===== src/rtl/alu_exec_ctrl.sv =====
// alu_exec_ctrl: execute-stage controller sitting directly upstream of an
// external 8-bit combinational ALU. It accepts one command per handshake,
// reads operands from a small register file (or takes an immediate), drives
// the ALU, captures its result and flags, and writes them back. Multi-bit
// SHL/SHR commands are performed by feeding the ALU output back into operand
// A once per cycle, so the ALU itself only ever shifts by one bit.
module alu_exec_ctrl #(
  parameter int NREG = 4,
  parameter int DW   = 8
) (
  input  logic          clk,
  input  logic          rst,
  input  logic          cmd_valid,
  output logic          cmd_ready,
  input  logic [3:0]    cmd_op,
  input  logic [1:0]    cmd_rd,
  input  logic [1:0]    cmd_rs,
  input  logic          cmd_use_imm,
  input  logic [DW-1:0] cmd_imm,
  input  logic [2:0]    cmd_cnt,
  output logic [DW-1:0] alu_a,
  output logic [DW-1:0] alu_b,
  output logic [3:0]    alu_sel,
  input  logic [DW-1:0] alu_result,
  input  logic          alu_z,
  input  logic          alu_n,
  input  logic          alu_c,
  input  logic          alu_v,
  output logic [3:0]    flags,
  output logic          done,
  output logic          err,
  input  logic [1:0]    dbg_sel,
  output logic [DW-1:0] dbg_data
);

  // ALU_Sel encodings this controller has to treat specially.
  localparam logic [3:0] OP_SHL = 4'd6;
  localparam logic [3:0] OP_SHR = 4'd7;
  localparam logic [3:0] OP_INC = 4'd8;
  localparam logic [3:0] OP_CMP = 4'd9;

  typedef enum logic [1:0] {
    ST_IDLE = 2'd0,
    ST_EXEC = 2'd1,
    ST_WB   = 2'd2
  } state_t;

  state_t state;
  state_t next_state;

  // Register file, plus the command fields latched at accept time.
  logic [DW-1:0] reg_file [NREG];
  logic [3:0]    op_q;
  logic [1:0]    rd_q;
  logic [2:0]    iter_q;

  // Result and flags captured on the last EXEC cycle, committed in WB.
  logic [DW-1:0] res_hold;
  logic [3:0]    flag_hold;

  logic accept;
  logic iter_more;
  logic op_is_shift_q;
  logic op_writes_reg;
  logic op_writes_flags;
  logic op_undefined;

  function automatic logic is_shift(input logic [3:0] op);
    return (op == OP_SHL) || (op == OP_SHR);
  endfunction

  assign accept          = cmd_valid && cmd_ready;
  assign op_is_shift_q   = is_shift(op_q);
  assign iter_more       = op_is_shift_q && (iter_q != 3'd0);
  assign op_writes_reg   = (op_q <= OP_INC);
  assign op_writes_flags = (op_q <= OP_CMP);
  assign op_undefined    = (op_q > OP_CMP);

  // Debug read port is a plain combinational read with no write bypass.
  assign dbg_data = reg_file[dbg_sel];

  // State register.
  always_ff @(posedge clk) begin
    if (rst) begin
      state <= ST_IDLE;
    end else begin
      state <= next_state;
    end
  end

  // Next-state logic and handshake/completion outputs.
  always_comb begin
    next_state = state;
    cmd_ready  = 1'b0;
    done       = 1'b0;
    err        = 1'b0;
    case (state)
      ST_IDLE: begin
        cmd_ready = 1'b1;
        if (cmd_valid) begin
          next_state = ST_EXEC;
        end
      end
      ST_EXEC: begin
        if (!iter_more) begin
          next_state = ST_WB;
        end
      end
      ST_WB: begin
        done       = 1'b1;
        err        = op_undefined;
        next_state = ST_IDLE;
      end
      default: begin
        next_state = ST_IDLE;
      end
    endcase
  end

  // Latch the command and drive the ALU inputs; these are only non-zero while in EXEC.
  always_ff @(posedge clk) begin
    if (rst) begin
      op_q    <= '0;
      rd_q    <= '0;
      iter_q  <= '0;
      alu_a   <= '0;
      alu_b   <= '0;
      alu_sel <= '0;
    end else begin
      case (state)
        ST_IDLE: begin
          if (accept) begin
            op_q    <= cmd_op;
            rd_q    <= cmd_rd;
            iter_q  <= is_shift(cmd_op) ? cmd_cnt : 3'd0;
            alu_a   <= reg_file[cmd_rd];
            alu_b   <= cmd_use_imm ? cmd_imm : reg_file[cmd_rs];
            alu_sel <= cmd_op;
          end
        end
        ST_EXEC: begin
          if (iter_more) begin
            alu_a  <= alu_result;
            iter_q <= iter_q - 3'd1;
          end else begin
            alu_a   <= '0;
            alu_b   <= '0;
            alu_sel <= '0;
          end
        end
        default: begin
          alu_a   <= '0;
          alu_b   <= '0;
          alu_sel <= '0;
        end
      endcase
    end
  end

  // Capture the ALU output on the final EXEC cycle so flags reflect only the last shift step.
  always_ff @(posedge clk) begin
    if (rst) begin
      res_hold  <= '0;
      flag_hold <= '0;
    end else if ((state == ST_EXEC) && !iter_more) begin
      res_hold  <= alu_result;
      flag_hold <= {alu_z, alu_n, alu_c, alu_v};
    end
  end

  // Commit in WB: ops 0-8 write the register and flags, CMP writes flags only, undefined ops write nothing.
  always_ff @(posedge clk) begin
    if (rst) begin
      for (int i = 0; i < NREG; i++) begin
        reg_file[i] <= '0;
      end
      flags <= '0;
    end else if (state == ST_WB) begin
      if (op_writes_reg) begin
        reg_file[rd_q] <= res_hold;
      end
      if (op_writes_flags) begin
        flags <= flag_hold;
      end
    end
  end

endmodule


===== config.mk =====
export PLATFORM = sky130hd
export DESIGN_NAME = alu_exec_ctrl
export DESIGN_NICKNAME = d
export VERILOG_FILES = /design/src/rtl/alu_exec_ctrl.sv
export SDC_FILE = /design/constraint.sdc
export NUM_CORES = 1
export LEC_CHECK = 0
export BUFFER_PORTS_ARGS = -buffer_cell sky130_fd_sc_hd__buf_4
export CORE_ASPECT_RATIO = 1.2
export CORE_MARGIN = 2
export CORE_UTILIZATION = 55
export DETAILED_ROUTE_END_ITERATION = 16
export PLACE_DENSITY_LB_ADDON = 0.12
export SETUP_SLACK_MARGIN = 0.1
export SLEW_MARGIN = 0
export SYNTH_ARGS = -nofsm -noshare
export SYNTH_HDL_FRONTEND = slang
export SYNTH_SLANG_ARGS = --single-unit

===== constraint.sdc =====
create_clock -name clk -period 1.95 [get_ports clk]
set_input_delay 0.2925 -clock clk [delete_from_list [all_inputs] [get_ports clk]]
set_output_delay 0.2925 -clock clk [all_outputs]
set_load 0.01 [all_outputs]

==> results of run 1 <==
[layout make-up]
type                       count  share of cell area (%)
sequential                    79                   40.04
clock inverter                 7                   2.503
clock buffer                   9                   2.608
timing repair buffer          87                   13.83
multi-input combinational    212                   37.78
tap                           87                   2.292
inverter                      12                  0.9484
[where the power goes]
part / internal (mW) / switching (mW)
sequential: 1.79 / 0.0618
combinational: 0.259 / 0.247
clock: 0.853 / 0.607
[layer usage]
layer	part of all wire (%)	wire length [µm]
met1	42	3862
met2	51	4701
met3	3.9	360
met4	2.9	263
met5	0	0
[through the flow]
step	instances	hold slack, ns	area [µm²]
6_report	493	0.1698	4750
5_1_grt	493	0.1660	4750
4_1_cts	491	0.1577	4723
2_1_floorplan	330	0.4011	3884
3_3_place_gp	475	0.4516	4477
3_5_place_dp	475	0.4575	4477
[registers in the layout, indices dropped and copies added, names as in the netlist]
register / flops
res_hold: 8
op_q: 4
state: 2
alu_b: 8
iter_q: 3
alu_sel: 4
rd_q: 2
flag_hold: 4
reg_file: 32
flags: 4
alu_a: 8
[cell usage in the layout, fill, tap and decap left out, types with 2 or more instances in the layout]
cell / n
buf_4: 86
dfxtp_1: 47
edfxtp_1: 32
nand3_1: 26
mux4_2: 24
and3_1: 23
o21ai_0: 21
a21oi_1: 17
and2_1: 16
nor2_1: 12
inv_1: 12
clkbuf_8: 9
nand3b_1: 8
a221o_1: 8
o311ai_1: 7
nand2b_1: 6
mux2i_1: 6
nand2_1: 4
nor2b_1: 3
a21o_1: 3
nor3_1: 3
bufinv_16: 3
nor3_2: 2
a211oi_1: 2
ha_1: 2
[worst max-delay path by stage]
stage	slack, ns	start	end	cells past startpoint
floorplan	0.31	iter_q[0]	alu_b[0]	8
global placement	0.05	iter_q[0]	alu_b[7]	6
detailed placement	-0.03	iter_q[0]	alu_sel[3]	6
CTS	0.11	iter_q[0]	iter_q[0]	7
global route	0.07	iter_q[0]	iter_q[2]	8
finish	0.16	iter_q[0]	iter_q[2]	8
[tightest hold or removal path: cells and delay by family]
family / cells / cell delay [ns]
compound gates: 1 / 0.07
buf+inv: 1 / 0.07
simple gates: 1 / 0.05
[what timing repair did]
item,4_1_cts,5_1_grt
resized for setup,1,3
setup endpoints to repair,12,10
pin swaps,0,0
buffers inserted,0,2
[logic make-up after synthesis]
kind of cell	Yosys count	share of synthesized area, %
simple gates	112	18.07
flops	79	48.97
mux	30	15.46
fa+ha+maj	2	0.6442
compound gates	68	11.73
buf+inv	39	5.122
==> impl_metrics.toml, run 1 <==
[critical_path]
crit_path_top_delay_cell = "and4bb_1"
cp.required_ns = 2.21
critical_path.max_stage_delay_ns = 0.33
ff2ff_path_depth = 8
worst-path-buf-inv = 3
path_max_fanout = 15
cp_top_family = "adder cells"
r2r-end = "iter_q[2]"
crit_type = "register to register"
setup.worst_path.start_class = "register"
arrival_ns = 2.05
endpoint_kind = "register"
timing.reg2reg.setup_slack_ns = 0.16
crit_chain = "inv_1 > ha_1 > ha_1 > and4bb_1 > buf_6 > buf_4 > a211oi_1 > a311oi_1"
r2r-start = "iter_q[0]"
crit_top_cell = "ha_1"

[logic_synthesis]
synth_commonest_cells = "dfxtp_1, edfxtp_1, nand3_1"
syn_area_per_cell_um2 = 11.77
synth_edf_count = 32
synth_area_um2 = 3884
yosysMostFrequentCell = "dfxtp_1"
synth_top_area_share_pct = 24.74
synth_cell_types = 44
ys_seq_area_share_pct = 48.97
synth_area_leaders = "edfxtp_1, dfxtp_1, mux4_2, and3_1, nand3_1"
synth_top_cell_by_area = "edfxtp_1"
syn_nets = 369
ys_warn_count = 0
syn_inst = 330
synth_flop_cell = "dfxtp_1"
synth_seq_cells = 79
synthArstFlopShare_pct = 0

[layout]
register_area_um2 = 1902
multi_input_area_um2 = 1794
fillerInstances = 534
fin_util_pct = 69.30
fin_nets = 440
syn_to_final_growth_pct = 22.29
n_antenna_cell = 0
drive_gt1_share_pct = 33.99

[timing]
finalSetupTns_ns = 0
setup_ws_ns = 0.1644
setup_viol = 0
relSlewSlack_pct = 44.08
fin_skew_ns = 0.01144
period_share_pct = 91.57
max_freq_mhz = 560.0
rsz0062_at_grt = "true"
hold_viol_final = 0
max_slew.worst_pin.slew_ns = 0.8319
period_needed_ns = 1.786
maxSlewViolCount = 0

[route]
detail-route-antenna-nets = 0
vias = 2949
drc = 0
routed_wl_mm = 9.186
dr.first_iter.drc_count = 157
first_pass_iters = 4
viasPerCell = 5.982
wl_per_cell_um = 18.63

[placement]
portBuffers = 71
hpwlAfterDp_mm = 6.560
dp_slack_ns = -0.03089
gp_congestion = 0.8589

[grt]
grt_pass1_wl_mm = 14.17
top_usage_layer = "met2"
grt_pass1_vias = 2801
antenna_found_initial = 0
grt_max_degree = 32
use_met1_pct = 31.18
met2_usage_pct = 43.61
met3_usage_pct = 4.597
gr-total-overflow = 0
grt.total_usage_pct = 25.39

[status]
status = "finished clean"

[cts]
cts_hold_buf = 0
h-tree-depth = 3
cts_tree = "yes"
clkTransAtPathRegs_ns = 0.08
cts_made_buffers = 9
clkLatencyLatePin_ns = 0.35
clockBufferDepth = 2
cts_sinks = 79
clock_tree.root_cell = "clkbuf_8"

[power]
power.density_nw_per_um2 = 804.2
ir_worst_vdd_mv = 0.5378
p_leak_nw = 1.925
total_power_mw = 3.820

[floorplanning]
dieArea_um2 = 7752
core_um2 = 6854
rows = 33
io_pins = 72
die_w_um = 80.71
floorplan.initialDensity_pct = 56.66
die_h_um = 96.05

[hold_path]
min_path_type = "input pin to register"
holdPathEnd = "alu_b[5]"
hold-path-cell-count = 3
holdCritStartpoint = "cmd_imm[5]"

[run]
drv_cap = 0
No activity file was read; power rests on OpenSTA's default activity.
==> run 2: changes to the inputs <==
--- a/config.mk
+++ b/config.mk
@@ -7,8 +7,9 @@
 export LEC_CHECK = 0
 export BUFFER_PORTS_ARGS = -buffer_cell sky130_fd_sc_hd__buf_4
 export CORE_ASPECT_RATIO = 1.2
-export CORE_MARGIN = 2
-export CORE_UTILIZATION = 55
+export CORE_MARGIN = 4
+export CORE_UTILIZATION = 58
+export CTS_BUF_LIST = sky130_fd_sc_hd__clkbuf_8
 export DETAILED_ROUTE_END_ITERATION = 16
 export PLACE_DENSITY_LB_ADDON = 0.12
 export SETUP_SLACK_MARGIN = 0.1
==> constraint.sdc (replaced) <==
create_clock -name clk -period 1.95 [get_ports clk]
set_input_delay 0.39 -clock clk [delete_from_list [all_inputs] [get_ports clk]]
set_output_delay 0.39 -clock clk [all_outputs]
set_load 0.01 [all_outputs]
==> run 2 against run 1 <==
Compared with the run above: critical path type is now register to primary output; die area is 4.2% higher; clock power is 18% lower; non-clock buffer count is 6 higher; critical endpoint is now dbg_data[3]; worst hold slack better by 0.083 ns; highest routed layer unchanged; wire length is 5.9% higher.
==> impl_metrics.toml, run 2 (synthesis gave the netlist of run 1 again) <==
[floorplanning]
rows = 32
die_h_um = 97.64
io_pins = 72
core_um2 = 6486
dieArea_um2 = 8075
floorplan.initialDensity_pct = 59.88
die_w_um = 82.70

[power]
p_sw_share_pct = 25.77
ir_worst_vdd_mv = 0.4448
p_comb_share_pct = 14.7
switchingPower_uw = 921.7
total_power_mw = 3.576
p_leak_nw = 1.941
p_int_mw = 2.654
seqPwrFrac_pct = 52.0
power.density_nw_per_um2 = 749.9
p_clk_share_pct = 33.4

[route]
first_pass_iters = 5
wl_per_cell_um = 19.58
vias = 3048
detail-route-antenna-nets = 0
routed_wl_mm = 9.732
drc = 0
viasPerCell = 6.133
dr.first_iter.drc_count = 260

[timing]
period_share_pct = 93.54
setup_viol = 0
whs_ns = 0.2524
max_freq_mhz = 548.2
max_slew.worst_pin.slew_ns = 0.8297
fin_skew_ns = 0.007929
maxSlewViolCount = 0
rsz0062_at_grt = "true"
period_needed_ns = 1.824
hold_viol_final = 0
relSlewSlack_pct = 44.22
finalSetupTns_ns = 0
setup_ws_ns = 0.1259

[hold_path]
min_path_type = "input pin to register"

[cts]
cts_sinks = 79
cts_made_buffers = 9
cts_hold_buf = 0
clkLatencyLatePin_ns = 0.35
clockBufferDepth = 2
h-tree-depth = 3
clkTransAtPathRegs_ns = 0.08
cts_tree = "yes"
clock_tree.root_cell = "clkbuf_8"

[critical_path]
crit_path_top_delay_cell = "mux4_2"
setup.worst_path.start_class = "register"
crit_type = "register to primary output"
arrival_ns = 1.43
critical_path.max_stage_delay_ns = 0.52
path_max_fanout = 3
cp.required_ns = 1.56
endpoint_kind = "primary output"
crit_chain = "mux4_2 > buf_6"

[layout]
layout_common_cells = "buf_4, dfxtp_1, edfxtp_1, nand3_1, mux4_2"
regMostFlops = "reg_file"
final_common_cell = "buf_4"
drive_gt1_share_pct = 35.44
n_antenna_cell = 0
fin_nets = 446
syn_to_final_growth_pct = 22.78
stdcell_count = 497
largest_reg_flops = 32

[run]
drv_cap = 0

[placement]
hpwlAfterDp_mm = 6.969
dp_cells = 474
dp_slack_ns = -0.03697
portBuffers = 71
gp_congestion = 0.7928

[grt]
grt_pass1_wl_mm = 15.00
grt.total_usage_pct = 25.07
gr-total-overflow = 0
grt_pass1_vias = 2875
grt_max_degree = 34
antenna_found_initial = 0

[status]
status = "finished clean"
-- run 2: path summary, 6_finish.rpt --
path                   from              to  slack, ns  depth (start not counted)
min               cmd_op[0]      alu_sel[0]       0.25                          3
max reg2reg         op_q[1]  reg_file[1][0]       0.17                          3
min reg2reg    flag_hold[0]        flags[0]       0.47                          2
max          reg_file[0][3]     dbg_data[3]       0.13                          2
-- run 2: area by class of cell --
cell class / count / area (µm²)
clock buffer: 9 / 123.9
clock inverter: 7 / 72.57
fill: 480 / 1718
inverter: 12 / 45.04
multi-input combinational: 212 / 1794
sequential: 79 / 1904
tap: 85 / 106.4
timing repair buffer: 93 / 721.9
-- run 2: power by group through the flow --
stage | logic (mW) | registers (mW) | clock network, mW
floorplan | 0.298 | 1.88 | 0
global placement | 0.503 | 1.89 | 0
detailed placement | 0.515 | 1.90 | 0
CTS | 0.518 | 1.86 | 1.22
global route | 0.566 | 1.87 | 1.29
finish | 0.525 | 1.86 | 1.19
-- run 2: routing by layer --
layer / wire length [µm] / vias to the layer above / track usage [%]
met5: 0 / - / 0
met4: 280 / 0 / 9.937
met3: 772 / 21 / 5.102
met2: 5073 / 125 / 41.17
met1: 3605 / 1484 / 31.83
li1: - / 1418 / -
-- run 2: metrics by stage --
| step | instance area [µm²] | util [%] |
|---|---|---|
| floorplan | 3884 | - |
| global placement | 4494 | 69.29 |
| detailed placement | 4494 | 69.29 |
| CTS | 4696 | 72.40 |
| global route | 4768 | 73.51 |
| finish | 4768 | 73.51 |
-- run 2: what timing repair did --
action / 4_1_cts / 5_1_grt
setup endpoints to repair: 13 / 23
resized for setup: 2 / 7
hold endpoints to repair: 0 / 0
buffers inserted: 0 / 7
-- run 2: worst max-delay path, delay by kind of cell, from the launching register on --
family | cells | cell delay [ns]
buffers and inverters | 1 | 0.15
multiplexers | 1 | 0.52
flip-flops | 1 | 0.42
==> run 3: changes to the inputs <==
--- a/config.mk
+++ b/config.mk
@@ -6,9 +6,11 @@
 export NUM_CORES = 1
 export LEC_CHECK = 0
 export BUFFER_PORTS_ARGS = -buffer_cell sky130_fd_sc_hd__buf_4
+export CELL_PAD_IN_SITES_DETAIL_PLACEMENT = 1
+export CELL_PAD_IN_SITES_GLOBAL_PLACEMENT = 1
 export CORE_ASPECT_RATIO = 1.2
 export CORE_MARGIN = 4
-export CORE_UTILIZATION = 58
+export CORE_UTILIZATION = 46
 export CTS_BUF_LIST = sky130_fd_sc_hd__clkbuf_8
 export DETAILED_ROUTE_END_ITERATION = 16
 export PLACE_DENSITY_LB_ADDON = 0.12
==> run 3 against run 2 <==
Compared with the run above: design area is 0.89% higher; sequential share of layout area is 0.35 points lower; clock power is 3% lower; combinational power is 2% higher; wire length is 8.5% higher; critical path type unchanged; highest routed layer unchanged.
==> impl_metrics.toml, run 3 (synthesis gave the netlist of run 1 again) <==
[status]
status = "finished clean"

[timing]
max_freq_mhz = 551.8
finalSetupTns_ns = 0
hold_viol_final = 0
max_slew.worst_pin.slew_ns = 0.8420
setup_viol = 0
relSlewSlack_pct = 43.40
rsz0062_at_grt = "true"
maxSlewViolCount = 0
period_share_pct = 92.94
period_needed_ns = 1.812
setup_ws_ns = 0.1377
fin_skew_ns = 0.008322

[layout]
final_common_cell = "buf_4"
layout_common_cells = "buf_4, dfxtp_1, edfxtp_1, nand3_1, mux4_2"
n_antenna_cell = 0
fin_util_pct = 58.68
largest_reg_flops = 32
syn_to_final_growth_pct = 23.87
regMostFlops = "reg_file"
design_area_um2 = 4811
drive_gt1_share_pct = 34.70
fin_nets = 449

[power]
p_comb_share_pct = 15.1
p_int_mw = 2.638
power.density_nw_per_um2 = 737.0
p_leak_nw = 1.953
ir_worst_vdd_mv = 0.5022
p_clk_share_pct = 32.5
seqPwrFrac_pct = 52.4
switchingPower_uw = 907.1
p_sw_share_pct = 25.59

[placement]
portBuffers = 71
dp_slack_ns = -0.02317
hpwlAfterDp_mm = 7.707
place_area_um2 = 4526
gp_congestion = 0.7775

[grt]
grt_pass1_vias = 3094
grt.total_usage_pct = 21.81
grt_max_degree = 32
gr-total-overflow = 0
grt_pass1_wl_mm = 16.50
antenna_found_initial = 0

[critical_path]
worst-path-buf-inv = 1
critical_path.max_stage_delay_ns = 0.50
arrival_ns = 1.42
crit_type = "register to primary output"
crit_path_top_delay_cell = "mux4_2"
crit_chain = "mux4_2 > buf_6"
endpoint_kind = "primary output"
cp.required_ns = 1.56
path_max_fanout = 3
cp_top_family = "multiplexers"
setup.worst_path.start_class = "register"
timing.reg2reg.setup_slack_ns = 0.14

[floorplanning]
io_pins = 72
floorplan.initialDensity_pct = 47.37
dieArea_um2 = 9983
core_um2 = 8198
die_w_um = 91.88
rows = 36
die_h_um = 108.7

[route]
first_pass_iters = 4
detail-route-antenna-nets = 0
routed_wl_mm = 10.56
viasPerCell = 5.605
dr.first_iter.drc_count = 159
drc = 0
vias = 2965
wl_per_cell_um = 19.96

[cts]
cts_made_buffers = 9
clock_tree.root_cell = "clkbuf_8"
clkLatencyLatePin_ns = 0.35
cts_tree = "yes"
h-tree-depth = 3
cts_hold_buf = 0
clkTransAtPathRegs_ns = 0.08
cts_sinks = 79
clockBufferDepth = 2

[run]
drv_cap = 0

[hold_path]
min_path_type = "input pin to register"
[run 3: power by group through the flow]
stage / logic [mW] / registers, mW / clock network (mW)
final: 0.536 / 1.86 / 1.15
after global routing: 0.582 / 1.87 / 1.26
after CTS: 0.524 / 1.86 / 1.17
after detailed placement: 0.520 / 1.90 / 0
after global placement: 0.507 / 1.89 / 0
after floorplan: 0.298 / 1.88 / 0
[run 3: worst paths after layout]
check	from	end	cells past startpoint
max	reg_file[2][5]	dbg_data[5]	2
min	cmd_op[0]	alu_sel[0]	3
max reg2reg	iter_q[0]	iter_q[0]	7
min reg2reg	flag_hold[1]	flags[1]	2
[run 3: area by class of cell]
cell class,instances,area (µm²)
Clock inverter,7,56.30
Clock buffer,9,123.9
Multi-Input combinational cell,212,1795
Tap cell,114,142.6
Sequential cell,79,1904
Timing Repair Buffer,96,743.2
Fill cell,880,3387
Inverter,12,45.04
[run 3: what timing repair did]
action	CTS	global route
resized for setup	2	10
pin swaps	0	1
endpoints found under the setup margin	13	34
buffers inserted	0	9
[run 3: tightest hold or removal path, cell delays in order]
cell and delay (ns):
buf_4 0.08, nand2_1 0.04, o21ai_0 0.06
[run 3: metrics by stage]
step | power (mW) | hold slack, ns | std cells
after floorplan | 2.178 | 0.4403 | 330
after global placement | 2.397 | 0.4555 | 504
after detailed placement | 2.417 | 0.4640 | 504
after CTS | 3.555 | 0.2354 | 520
after global routing | 3.707 | 0.2566 | 529
final | 3.545 | 0.2581 | 529
[run 3: per-layer routing]
metal / vias to the layer above / global-route usage, % / share of wire [%]
met5: - / 0 / 0
met4: 0 / 7.749 / 1.3
met3: 10 / 4.486 / 2.9
met2: 58 / 39.82 / 54
met1: 1478 / 25.40 / 42
li1: 1419 / - / -
